===== config.mk =====
export PLATFORM = sky130hd
export DESIGN_NAME = axi4_timed_delayer
export DESIGN_NICKNAME = d
export VERILOG_FILES = /design/src/rtl/axi4_delayer_pkg.sv /design/src/rtl/axi4_timed_delayer_delay_fifo.sv /design/src/rtl/axi4_timed_delayer.sv
export SDC_FILE = /design/constraint.sdc
export NUM_CORES = 1
export LEC_CHECK = 0
export ABC_AREA = 0
export BUFFER_PORTS_ARGS = -buffer_cell sky130_fd_sc_hd__buf_2
export CAP_MARGIN = 5
export CORE_MARGIN = 5
export CORE_UTILIZATION = 55
export DETAILED_ROUTE_END_ITERATION = 8
export GPL_TIMING_DRIVEN = 0
export PLACE_DENSITY_LB_ADDON = 0.08
export SYNTH_ARGS = -nofsm -noshare
export SYNTH_HDL_FRONTEND = slang
export SYNTH_SLANG_ARGS = --single-unit

===== constraint.sdc =====
create_clock -name clock -period 11.5 [get_ports clock]
set_input_delay 3.45 -clock clock [delete_from_list [all_inputs] [get_ports clock]]
set_output_delay 3.45 -clock clock [all_outputs]
set_load 0.01 [all_outputs]

===== src/rtl/axi4_delayer_pkg.sv =====
// Shared types and sizing helpers for the AXI4 timed response delayer.
package axi4_delayer_pkg;

  localparam int DEF_DATA_W = 32;
  localparam int DEF_ID_W   = 4;
  localparam int DEF_DEPTH  = 8;
  localparam int DEF_CNT_W  = 8;

  localparam int PTR_W = $clog2(DEF_DEPTH);
  localparam int HALF  = 2 ** (DEF_CNT_W - 1);

  typedef struct packed {
    logic [DEF_ID_W-1:0]   id;
    logic [DEF_DATA_W-1:0] data;
    logic [1:0]            resp;
    logic                  last;
  } r_entry_t;

  typedef struct packed {
    logic [DEF_ID_W-1:0] id;
    logic [1:0]          resp;
  } b_entry_t;

  function automatic int ptr_w_of(input int depth);
    return (depth > 1) ? $clog2(depth) : 1;
  endfunction

  function automatic int half_of(input int cnt_w);
    return 2 ** (cnt_w - 1);
  endfunction

endpackage


===== src/rtl/axi4_timed_delayer_delay_fifo.sv =====
// Timestamped FIFO: an entry is released once the shared timer reaches its stamp.
// Eligibility is sticky per slot so long stalls or timer wrap never revoke it.
module delay_fifo
  import axi4_delayer_pkg::*;
#(
  parameter int W     = 8,
  parameter int DEPTH = 8,
  parameter int CNT_W = 8,
  parameter int DELAY = 3
) (
  input  logic             clock,
  input  logic             reset,
  input  logic [CNT_W-1:0] timer,
  input  logic             push,
  input  logic [W-1:0]     push_data,
  output logic             full,
  input  logic             pop,
  output logic             head_valid,
  output logic [W-1:0]     head_data
);

  localparam int               PW       = ptr_w_of(DEPTH);
  localparam logic [CNT_W-1:0] HALF_N   = CNT_W'(half_of(CNT_W));
  localparam logic [CNT_W-1:0] DLY      = CNT_W'(DELAY);
  localparam logic [PW:0]      FULL_CNT = (PW + 1)'(DEPTH);

  logic [W-1:0]     pay_mem   [DEPTH];
  logic [CNT_W-1:0] stamp_mem [DEPTH];
  logic [DEPTH-1:0] ripe_q;
  logic [DEPTH-1:0] ripe_now;
  logic [DEPTH-1:0] ripe_d;
  logic [PW-1:0]    wr_ptr;
  logic [PW-1:0]    rd_ptr;
  logic [PW:0]      count;
  logic             do_push;
  logic             do_pop;

  // Slot frees only on the following cycle, so full ignores a same-cycle pop.
  assign full       = (count == FULL_CNT);
  assign do_push    = push && !full;
  assign head_valid = (count != '0) && (ripe_q[rd_ptr] || ripe_now[rd_ptr]);
  assign do_pop     = pop && head_valid;
  assign head_data  = pay_mem[rd_ptr];

  for (genvar i = 0; i < DEPTH; i++) begin : g_ripe
    logic [CNT_W-1:0] age;
    assign age         = timer - stamp_mem[i];
    assign ripe_now[i] = (age < HALF_N);
  end

  always_comb begin
    ripe_d = ripe_q | ripe_now;
    if (do_push) begin
      ripe_d[wr_ptr] = 1'b0;
    end
  end

  always_ff @(posedge clock) begin
    if (reset) begin
      wr_ptr <= '0;
      rd_ptr <= '0;
      count  <= '0;
      ripe_q <= '0;
    end else begin
      ripe_q <= ripe_d;
      if (do_push) begin
        wr_ptr <= wr_ptr + PW'(1);
      end
      if (do_pop) begin
        rd_ptr <= rd_ptr + PW'(1);
      end
      case ({do_push, do_pop})
        2'b10:   count <= count + (PW + 1)'(1);
        2'b01:   count <= count - (PW + 1)'(1);
        default: count <= count;
      endcase
    end
  end

  // Payload and stamps are don't-care until written, so they carry no reset.
  always_ff @(posedge clock) begin
    if (do_push) begin
      pay_mem[wr_ptr]   <= push_data;
      stamp_mem[wr_ptr] <= timer + DLY;
    end
  end

endmodule


===== src/rtl/axi4_timed_delayer.sv =====
// AXI4 shim: AR/AW/W pass straight through; R and B responses are held back by DELAY cycles.
module axi4_timed_delayer
  import axi4_delayer_pkg::*;
#(
  parameter int DATA_W = DEF_DATA_W,
  parameter int ID_W   = DEF_ID_W,
  parameter int DEPTH  = DEF_DEPTH,
  parameter int DELAY  = 3,
  parameter int CNT_W  = DEF_CNT_W,
  parameter bit BYPASS = 1'b0
) (
  input  logic                clock,
  input  logic                reset,
  // AR
  input  logic                in_arvalid,
  output logic                in_arready,
  input  logic [ID_W-1:0]     in_arid,
  input  logic [31:0]         in_araddr,
  input  logic [7:0]          in_arlen,
  input  logic [2:0]          in_arsize,
  input  logic [1:0]          in_arburst,
  output logic                out_arvalid,
  input  logic                out_arready,
  output logic [ID_W-1:0]     out_arid,
  output logic [31:0]         out_araddr,
  output logic [7:0]          out_arlen,
  output logic [2:0]          out_arsize,
  output logic [1:0]          out_arburst,
  // AW
  input  logic                in_awvalid,
  output logic                in_awready,
  input  logic [ID_W-1:0]     in_awid,
  input  logic [31:0]         in_awaddr,
  input  logic [7:0]          in_awlen,
  input  logic [2:0]          in_awsize,
  input  logic [1:0]          in_awburst,
  output logic                out_awvalid,
  input  logic                out_awready,
  output logic [ID_W-1:0]     out_awid,
  output logic [31:0]         out_awaddr,
  output logic [7:0]          out_awlen,
  output logic [2:0]          out_awsize,
  output logic [1:0]          out_awburst,
  // W
  input  logic                in_wvalid,
  output logic                in_wready,
  input  logic [DATA_W-1:0]   in_wdata,
  input  logic [DATA_W/8-1:0] in_wstrb,
  input  logic                in_wlast,
  output logic                out_wvalid,
  input  logic                out_wready,
  output logic [DATA_W-1:0]   out_wdata,
  output logic [DATA_W/8-1:0] out_wstrb,
  output logic                out_wlast,
  // R
  output logic                in_rvalid,
  input  logic                in_rready,
  output logic [ID_W-1:0]     in_rid,
  output logic [DATA_W-1:0]   in_rdata,
  output logic [1:0]          in_rresp,
  output logic                in_rlast,
  input  logic                out_rvalid,
  output logic                out_rready,
  input  logic [ID_W-1:0]     out_rid,
  input  logic [DATA_W-1:0]   out_rdata,
  input  logic [1:0]          out_rresp,
  input  logic                out_rlast,
  // B
  output logic                in_bvalid,
  input  logic                in_bready,
  output logic [ID_W-1:0]     in_bid,
  output logic [1:0]          in_bresp,
  input  logic                out_bvalid,
  output logic                out_bready,
  input  logic [ID_W-1:0]     out_bid,
  input  logic [1:0]          out_bresp
);

  typedef struct packed {
    logic [ID_W-1:0]   id;
    logic [DATA_W-1:0] data;
    logic [1:0]        resp;
    logic              last;
  } r_beat_t;

  typedef struct packed {
    logic [ID_W-1:0] id;
    logic [1:0]      resp;
  } b_beat_t;

  assign out_arvalid = in_arvalid;
  assign in_arready  = out_arready;
  assign out_arid    = in_arid;
  assign out_araddr  = in_araddr;
  assign out_arlen   = in_arlen;
  assign out_arsize  = in_arsize;
  assign out_arburst = in_arburst;

  assign out_awvalid = in_awvalid;
  assign in_awready  = out_awready;
  assign out_awid    = in_awid;
  assign out_awaddr  = in_awaddr;
  assign out_awlen   = in_awlen;
  assign out_awsize  = in_awsize;
  assign out_awburst = in_awburst;

  assign out_wvalid = in_wvalid;
  assign in_wready  = out_wready;
  assign out_wdata  = in_wdata;
  assign out_wstrb  = in_wstrb;
  assign out_wlast  = in_wlast;

  if (BYPASS) begin : g_bypass
    logic unused_clk_rst;
    assign unused_clk_rst = ^{clock, reset};

    assign in_rvalid  = out_rvalid;
    assign out_rready = in_rready;
    assign in_rid     = out_rid;
    assign in_rdata   = out_rdata;
    assign in_rresp   = out_rresp;
    assign in_rlast   = out_rlast;

    assign in_bvalid  = out_bvalid;
    assign out_bready = in_bready;
    assign in_bid     = out_bid;
    assign in_bresp   = out_bresp;
  end else begin : g_delay
    logic [CNT_W-1:0] timer;
    r_beat_t          r_in;
    r_beat_t          r_out;
    b_beat_t          b_in;
    b_beat_t          b_out;
    logic             r_full;
    logic             b_full;

    // Free-running; stamps are compared modulo 2^CNT_W so wrap is harmless.
    always_ff @(posedge clock) begin
      if (reset) begin
        timer <= '0;
      end else begin
        timer <= timer + CNT_W'(1);
      end
    end

    assign r_in       = '{id: out_rid, data: out_rdata, resp: out_rresp, last: out_rlast};
    assign out_rready = !r_full;
    assign in_rid     = r_out.id;
    assign in_rdata   = r_out.data;
    assign in_rresp   = r_out.resp;
    assign in_rlast   = r_out.last;

    delay_fifo #(
      .W     ($bits(r_beat_t)),
      .DEPTH (DEPTH),
      .CNT_W (CNT_W),
      .DELAY (DELAY)
    ) u_r_fifo (
      .clock      (clock),
      .reset      (reset),
      .timer      (timer),
      .push       (out_rvalid),
      .push_data  (r_in),
      .full       (r_full),
      .pop        (in_rready),
      .head_valid (in_rvalid),
      .head_data  (r_out)
    );

    assign b_in       = '{id: out_bid, resp: out_bresp};
    assign out_bready = !b_full;
    assign in_bid     = b_out.id;
    assign in_bresp   = b_out.resp;

    delay_fifo #(
      .W     ($bits(b_beat_t)),
      .DEPTH (DEPTH),
      .CNT_W (CNT_W),
      .DELAY (DELAY)
    ) u_b_fifo (
      .clock      (clock),
      .reset      (reset),
      .timer      (timer),
      .push       (out_bvalid),
      .push_data  (b_in),
      .full       (b_full),
      .pop        (in_bready),
      .head_valid (in_bvalid),
      .head_data  (b_out)
    );
  end

endmodule


**Word-level counts from Yosys, hierarchy flattened**

Memories as Yosys holds them, arrays and structs flattened. A register that Yosys moved wholly into a read port is not among the register bits.
Cells that the tools add are included.

- Bits in registers: 44
- Bits in latches: 0
- Memory bits (writable): 488
- Bits in read-only memories: 0
- Input port bits: 192
- Output and inout port bits: 190
- Logic and storage cells: 113
- Memories: 4

- Add/sub/neg operators: 26
- Multipliers: 0
- Div/mod/pow operators: 0
- $lt $le $gt $ge: 22
- Equal/unequal tests: 6
- Shift operators: 0
- Muxes and demuxes: 24
- Bitwise logic cells: 6
- Reductions and logical operators: 16

Memory list:

| name | words | width | rd ports | clocked after Yosys merged registers in | wr ports | line | source |
|---|---|---|---|---|---|---|---|
| g_delay.u_r_fifo.pay_mem | 8 | 39 | 1 | 1 | 1 | axi4_timed_delayer_delay_fifo.sv:27 | `logic [W-1:0] pay_mem [DEPTH];` |
| g_delay.u_b_fifo.stamp_mem | 8 | 8 | 8 | 0 | 1 | axi4_timed_delayer_delay_fifo.sv:28 | `logic [CNT_W-1:0] stamp_mem [DEPTH];` |
| g_delay.u_r_fifo.stamp_mem | 8 | 8 | 8 | 0 | 1 | axi4_timed_delayer_delay_fifo.sv:28 |  |
| g_delay.u_b_fifo.pay_mem | 8 | 6 | 1 | 1 | 1 | axi4_timed_delayer_delay_fifo.sv:27 |  |

Operators with widths:

| kind | count |
|---|---|
| 8-bit < comparator (second input constant) | 16 |
| 8-bit subtractor | 16 |
| 8-bit bitwise AND | 2 |
| 3-bit by 4-bit < comparator with 1-bit output (second input constant) | 4 |
| 8-bit two-way mux | 2 |
| 8-bit NOT | 2 |
| 8-bit OR | 2 |
| 4-bit one-hot mux with 2 select lines | 2 |
| 3-bit by 1-bit adder with 3-bit output (second input constant) | 4 |
| 1-bit binary-select mux with 3-bit select | 4 |
| 3-bit two-way mux | 4 |
| 1-bit two-way mux | 10 |
| 4-bit by 1-bit adder with 4-bit output (second input constant) | 2 |
| 8-bit by 1-bit adder with 8-bit output (second input constant) | 1 |
| 8-bit by 2-bit adder with 8-bit output (second input constant) | 1 |
| 4-bit equality test (second input constant) | 2 |
| 1-bit logical AND | 8 |
| 4-bit nonzero test | 2 |
| 4-bit by 1-bit subtractor with 4-bit output (second input constant) | 2 |
| 1-bit demux with 3-bit select | 2 |
| 3-bit by 1-bit greater-or-equal comparator with 1-bit output (second input constant) | 2 |
| 2-bit by 1-bit equality test with 1-bit output (second input constant) | 2 |
| 2-bit equality test (second input constant) | 2 |
| 2-bit nonzero test | 2 |
| other kinds (2) | 4 |

**Depth between registers and ports, before layout**

Gate-level depths: netlist of the first run.

- Depth in word-level cells: 9
- Mapped depth: 16
- Depth with buffers taken out: 16

**Cells and area by module**

From an unflattened synthesis of the first run, not the netlist that was laid out.

- Cells, all modules: 1520
- Area, all modules: 23806.6 µm²

Modules (own cells, without submodules):

| module | instances | cells an instance | area each (µm²) | seq. area each (µm²) |
|---|---|---|---|---|
| delay_fifo at g_delay.u_r_fifo | 1 | 863 | 16140.5 | 11711.2 |
| delay_fifo at g_delay.u_b_fifo | 1 | 481 | 6293.5 | 3783.6 |
| axi4_timed_delayer | 1 | 176 | 1372.6 | 160.2 |

**Worst setup path before layout of the first run**

No wires, ideal clock.

- Path type: in2reg
- From: input out_rvalid
- To: memory g_delay.u_r_fifo.pay_mem[0][0] (netlist bit), enable pin
- Setup time: 572 ps
- Arrival time: 8144 ps
- Data required time: 10928 ps
- Slack: 2784 ps
- Cell stages on the path: 2
- Buffers on the path: 0
- Cell sequence: nand2_1 nor4_1

- Cells in the longest elaborated chain, start to end: 3

RTL lines:

| what | line | source |
|---|---|---|
| start: declaration | axi4_timed_delayer.sv:62 | `input logic out_rvalid,` |
| 1-bit logical AND | axi4_timed_delayer_delay_fifo.sv:40 | `assign do_push = push && !full;` |
| 1-bit two-way mux | axi4_timed_delayer_delay_fifo.sv:82 | `if (do_push) begin` |
| 1-bit two-way mux (not written as such) | axi4_timed_delayer_delay_fifo.sv:83 | `pay_mem[wr_ptr] <= push_data;` |
| end: declaration | axi4_timed_delayer_delay_fifo.sv:27 |  |

No other way between the ends.

**Final worst setup path of the first run**

- From: register g_delay.timer[6]
- To: output in_bvalid

- Cells in the longest elaborated chain, start to end: 6
- Elaborated cells between the ends (all ways): 20
- Classes of those cells: add/sub (8); order compare (8); mux (2); reduce/logical (2)

RTL lines:

| what | line | source |
|---|---|---|
| start: declaration | axi4_timed_delayer.sv:129 | `logic [CNT_W-1:0] timer;` |
| start signal: assignment | axi4_timed_delayer.sv:142 | `timer <= timer + CNT_W'(1);` |
| 8-bit subtractor | axi4_timed_delayer_delay_fifo.sv:47 | `assign age = timer - stamp_mem[i];` |
| 8-bit < comparator | axi4_timed_delayer_delay_fifo.sv:48 | `assign ripe_now[i] = (age < HALF_N);` |
| 1-bit binary-select mux with 3-bit select (*) | axi4_timed_delayer_delay_fifo.sv:41 | `assign head_valid = (count != '0) && (ripe_q[rd_ptr] \|\| ripe_now[rd_ptr]);` |
| 1-bit two-way mux (not written as such) (*) | axi4_timed_delayer_delay_fifo.sv:41 |  |
| 1-bit logical OR (*) | axi4_timed_delayer_delay_fifo.sv:41 |  |
| 1-bit logical AND (*) | axi4_timed_delayer_delay_fifo.sv:41 |  |
| end: declaration | axi4_timed_delayer.sv:69 | `output logic in_bvalid,` |

Every way passes the cells marked *; elsewhere a longest branch is shown, timed or not. The select of a mux whose other input is x is not followed.

==> results of run 1 <==
-- report_power, final --
group | total [mW] | leakage (nW) | internal, mW | switching (mW)
logic | 0.809 | 5.06 | 0.397 | 0.412
clock network | 1.63 | 0.819 | 0.929 | 0.701
registers | 2.27 | 4.86 | 2.22 | 0.0448
total | 4.71 | 10.7 | 3.55 | 1.16
-- worst max-delay path, cell delays in order (launching register included) --
cell and delay, ps:
dfxtp_1 1120, ha_1 410, a21oi_1 160, o21ai_0 110
a21oi_1 270, mux2_4 350, and4b_1 210, a2111o_1 470
nor2_1 160, buf_2 150
-- registers in the layout, indices dropped and copies added, names as in the netlist, 4 cells and up, named ones only --
signal                      cells
g_delay.u_b_fifo.stamp_mem     64
g_delay.timer                   8
g_delay.u_b_fifo.count          4
g_delay.u_b_fifo.pay_mem       48
g_delay.u_r_fifo.count          4
g_delay.u_r_fifo.ripe_q         8
g_delay.u_r_fifo.pay_mem      312
g_delay.u_b_fifo.ripe_q         8
g_delay.u_r_fifo.stamp_mem     64
-- metrics by stage --
stage	power, mW	cell area, µm²	TNS (ps)	setup WS [ps]
floorplan	2.85	23700	0	2780
global placement	3.10	25600	-89660	-1880
detailed placement	3.13	26300	0	4320
CTS	4.76	28000	0	3950
global route	4.92	28000	0	3820
finish	4.71	28000	0	4060
-- synthesized netlist by cell type (21+ instances only) --
| library cell | instances |
|---|---|
| a21oi_1 | 73 |
| buf_4 | 141 |
| clkbuf_1 | 25 |
| dfxtp_1 | 50 |
| edfxtp_1 | 488 |
| ha_1 | 108 |
| inv_1 | 110 |
| mux2_2 | 46 |
| mux4_2 | 92 |
| nand2_1 | 71 |
| nor2_1 | 69 |
| nor3_1 | 22 |
| o21ai_0 | 30 |
| xnor2_1 | 27 |
| xor2_1 | 21 |
-- path summary, 6_finish.rpt --
check / startpoint / end / slack, ps / cells past startpoint
setup reg to reg: g_delay.timer[6]$_SDFF_PP0_ / g_delay.u_b_fifo.count[3]$_SDFFE_PP0P_ / 6630 / 15
hold / removal: g_delay.u_b_fifo.ripe_q[5]$_SDFF_PP0_ / g_delay.u_b_fifo.ripe_q[5]$_SDFF_PP0_ / 460 / 2
setup / recovery: g_delay.timer[6]$_SDFF_PP0_ / in_bvalid / 4060 / 9
hold reg to reg: g_delay.u_b_fifo.ripe_q[5]$_SDFF_PP0_ / g_delay.u_b_fifo.ripe_q[5]$_SDFF_PP0_ / 460 / 2
-- cells by family (layout without fill, tap and decap cells) --
group | after synthesis | count (layout) | synth area share (%)
mux | 153 | 153 | 11.6
fa+ha+maj | 110 | 110 | 5.87
flops | 538 | 538 | 66.1
xor+xnor | 50 | 50 | 1.91
simple gates | 227 | 227 | 4.54
compound gates | 129 | 129 | 2.99
buf+inv | 291 | 678 | 6.96
other cells | 0 | 6 | 0
-- cell type report --
| type | count | area, µm² | share of cell area (%) |
|---|---|---|---|
| antenna | 6 | 15.0 | 0.0537 |
| buffer | 180 | 1230 | 4.40 |
| clock buffer | 79 | 1550 | 5.53 |
| clock inverter | 21 | 106 | 0.380 |
| inverter | 111 | 417 | 1.49 |
| multi-input combinational | 669 | 6480 | 23.2 |
| sequential | 538 | 15700 | 55.9 |
| tap | 585 | 732 | 2.62 |
| timing repair buffer | 287 | 1800 | 6.42 |
-- layer usage --
layer / up-vias / track usage [%] / wire length (µm)
li1: 6128 / - / -
met1: 6665 / 28.5 / 21400
met2: 432 / 39.0 / 27500
met3: 83 / 4.36 / 3390
met4: 6 / 9.08 / 2020
met5: - / 0 / 47
==> flow_metrics.tcl, run 1 <==
set metrics [dict create \
    io-pin-count 382 \
    antenna_found_initial 11 \
    cts_setup_buffers 0 \
    drv_slew 0 \
    hpwl_mm 38.9 \
    cts_root_buf "clkbuf_16" \
    slew_headroom_pct 15.7 \
    cts_buffers 54 \
    yosys_warnings 0 \
    finalHoldViolations 0 \
    die_w_um 218 \
    area_growth_pct 18.1 \
    clock_skew_ps 18.3 \
    synth_edf_count 488 \
    gr-total-overflow 0 \
    dr_total_vias 13300 \
    numClockSinks 538 \
    port_buffers 239 \
    period_needed_ps 7440 \
    num-fill-cells 3084 \
    post-place-cells 2370 \
    layout_common_cells "edfxtp_1, buf_2, buf_4" \
    rows 76 \
    yosysSeqAreaShare_pct 66.1 \
    end_kind "primary output" \
    grt_pass1_vias 13600 \
    cts_resized 0 \
    wl_per_cell_um 22.0 \
    drc 0 \
    arrival_ps 3990 \
    async_reset_ff_share_pct 0 \
    drt-total-wl_mm 54.4 \
    gp_congestion 0.765 \
    clockBufferDepth 3 \
    hold_slack_ps 464 \
    stdcell_count 2476 \
    fmax_mhz 134 \
    synth_top_cell_area_share_pct 61.9 \
    syn_area_per_cell_um2 15.8 \
    ant_nets 0 \
    design.core.area_mm2 0.0429 \
    cts_tree "done" \
    synth-seq-cells 538 \
    grt_pass1_wl_mm 81.0 \
    synth_fp_nets 1800 \
    worst-path-max-fanout 19 \
    setup_viol 0 \
    synth_flop_cell "edfxtp_1" \
    utilization_pct 65.2 \
    die_y_um 218 \
    syn_inst 1498 \
    tightest_slew_ps 1260 \
    yosys-top-cells-area "edfxtp_1, mux4_2, ha_1" \
    die_area_mm2 0.0473 \
    first_pass_iters 7 \
    grt_use_total_pct 22.7 \
    fin_crit_sh_pct 64.7 \
    layout-drive-gt1-share_pct 36.1 \
    drt_iter0_drc 732 \
    ir_worst_vdd_uv 156 \
    path_clk_slew_ps 60 \
    netlist_area_mm2 0.0237 \
    initial_utilization_pct 55.2 \
    via_per_inst 5.38 \
    status "complete, no violations" \
    power_leakage_nw 10.7 \
    ys_types 53 \
    postCtsHoldBufs 0 \
    fin_nets 2143 \
    rsz0062_at_grt "false" \
    insertion_delay_ps 590 \
    power_density_mw_per_mm2 168 \
    maxCapViolCount 0 \
    htreeDepth 2 \
    critPathLaunchType "register" \
    hp-class "reg2reg" \
    grt_max_degree 26 \
    synthDominantAreaCellType "edfxtp_1" \
    critPathKind "reg2out" \
    layout_commonest_cell "edfxtp_1" \
    cp.required_ps 8050 \
]
Note: power is estimated with default switching activity, not from simulation.
==> run 2: changes to the inputs <==
==> constraint.sdc (replaced) <==
create_clock -name clock -period 6.9 [get_ports clock]
set_input_delay 2.07 -clock clock [delete_from_list [all_inputs] [get_ports clock]]
set_output_delay 2.07 -clock clock [all_outputs]
set_load 0.01 [all_outputs]
==> flow_metrics.tcl, run 2 (same netlist as run 1, synthesis figures left out) <==
set metrics [dict create \
    slowest_stage "dfxtp_1" \
    initial_utilization_pct 55.2 \
    finalHoldViolations 0 \
    rows 76 \
    crit_chain "ha_1, a21oi_1, o21ai_0, a21oi_1, mux2_2, a22o_1, a211o_1, nor2_1, buf_2" \
    slew_headroom_pct 18.7 \
    area_growth_pct 17.9 \
    power_mw 7.77 \
    slowest_delay_ps 1130 \
    die_area_mm2 0.0473 \
    layout_common_cells "edfxtp_1, buf_2, buf_4" \
    cts_resized 0 \
    fin_nets 2140 \
    antenna_found_initial 8 \
    worst-path-max-fanout 19 \
    die_y_um 218 \
    largest-register "g_delay.u_r_fifo.pay_mem" \
    fmax_mhz 164 \
    path_clk_slew_ps 60 \
    grt_use_total_pct 22.5 \
    via_per_inst 5.36 \
    tns_ps 0 \
    maxCapViolCount 0 \
    cts_tree "done" \
    ant_nets 0 \
    crit_top_cell "a21oi_1" \
    gp_congestion 0.761 \
    power_leakage_nw 10.7 \
    critPathKind "reg2out" \
    layout-drive-gt1-share_pct 35.7 \
    crit_family "compound AO/OA/AOI/OAI gates" \
    clock_skew_ps 20.1 \
    cp.required_ps 4830 \
    postCtsHoldBufs 0 \
    tightest_slew_ps 1220 \
    critPathBufInv 1 \
    htreeDepth 2 \
    insertion_delay_ps 600 \
    cts_buffers 53 \
    drt_iter0_drc 695 \
    io-pin-count 382 \
    grt_pass1_wl_mm 80.3 \
    wl_per_cell_um 21.8 \
    drt-total-wl_mm 53.7 \
    layout_commonest_cell "edfxtp_1" \
    largestRegisters "g_delay.u_r_fifo.pay_mem (312), g_delay.u_b_fifo.stamp_mem (64), g_delay.u_r_fifo.stamp_mem (64)" \
    grt_max_degree 25 \
    grt_pass1_vias 13600 \
    end_kind "primary output" \
    gr-total-overflow 0 \
    die_w_um 218 \
    ir_worst_vdd_uv 248 \
    dr_total_vias 13200 \
    status "complete, no violations" \
    drv_slew 0 \
    fin_crit_sh_pct 88.5 \
    first_pass_iters 5 \
    cts_setup_buffers 0 \
    setup_viol 0 \
    period_needed_ps 6100 \
    drc 0 \
    power_density_mw_per_mm2 278 \
    numClockSinks 538 \
    hp-class "reg2reg" \
    design.core.area_mm2 0.0429 \
    cts_root_buf "clkbuf_16" \
    critPathLaunchType "register" \
    largest_register_ffs 312 \
    rsz0062_at_grt "false" \
    hpwl_mm 38.2 \
    hold_slack_ps 469 \
    arrival_ps 4030 \
    port_buffers 239 \
    clockBufferDepth 3 \
]
## run 2: cell types whose count changed in the layout (fill, tap and decap cells not counted), sizes merged
cell / delta
clkbuf: -5
diode: -4
buf: -2
clkinvlp: +1
inv: -1
## run 2: area by class of cell
cell class	count	area [µm²]
timing repair buffer	285	1800
tap	585	732
buffer	180	1230
multi-input combinational	669	6490
inverter	111	417
sequential	538	15700
fill	3056	15000
clock inverter	21	120
clock buffer	74	1470
antenna	2	5.00
## run 2: report_power, final
group          switching (mW)  leakage [nW]  internal [mW]
Clock                    1.16         0.776           1.48
Sequential             0.0765          4.86           3.71
Combinational           0.681          5.06          0.658
Total                    1.92          10.7           5.85
## run 2: worst reg2reg max path: cells and delay by family, from the launching register on
family          cells  cell delay (ps)
compound gates      8             1700
flops               1             1130
xor+xnor            1               90
simple gates        2              620
mux                 1              420
fa+ha+maj           3              910
## run 2: routing by layer
metal | part of all wire, % | GRT usage [%] | up-vias
li1 | - | - | 6112
met1 | 40 | 28.6 | 6640
met2 | 52 | 39.9 | 384
met3 | 6.1 | 4.39 | 70
met4 | 1.8 | 5.71 | 8
met5 | 0.14 | 0 | -
## run 2: worst paths after layout
check	start	endpoint	slack (ps)	cells past startpoint
setup / recovery	g_delay.timer[6]$_SDFF_PP0_	in_rvalid	800	9
hold / removal	g_delay.u_r_fifo.ripe_q[4]$_SDFF_PP0_	g_delay.u_r_fifo.ripe_q[4]$_SDFF_PP0_	470	2
setup reg to reg	g_delay.timer[6]$_SDFF_PP0_	g_delay.u_r_fifo.count[3]$_SDFFE_PP0P_	1970	15
hold reg to reg	g_delay.u_r_fifo.ripe_q[4]$_SDFF_PP0_	g_delay.u_r_fifo.ripe_q[4]$_SDFF_PP0_	470	2
## run 2: per-stage QoR
stage | area (µm²) | cells | utilization (%) | setup WS (ps)
detailed placement | 26300 | 2366 | 61.3 | 1420
CTS | 27900 | 2461 | 65.0 | 751
global placement | 25600 | 2322 | 59.7 | -3010
global route | 27900 | 2463 | 65.1 | 568
finish | 27900 | 2465 | 65.1 | 796
floorplan | 23700 | 1498 | - | 830
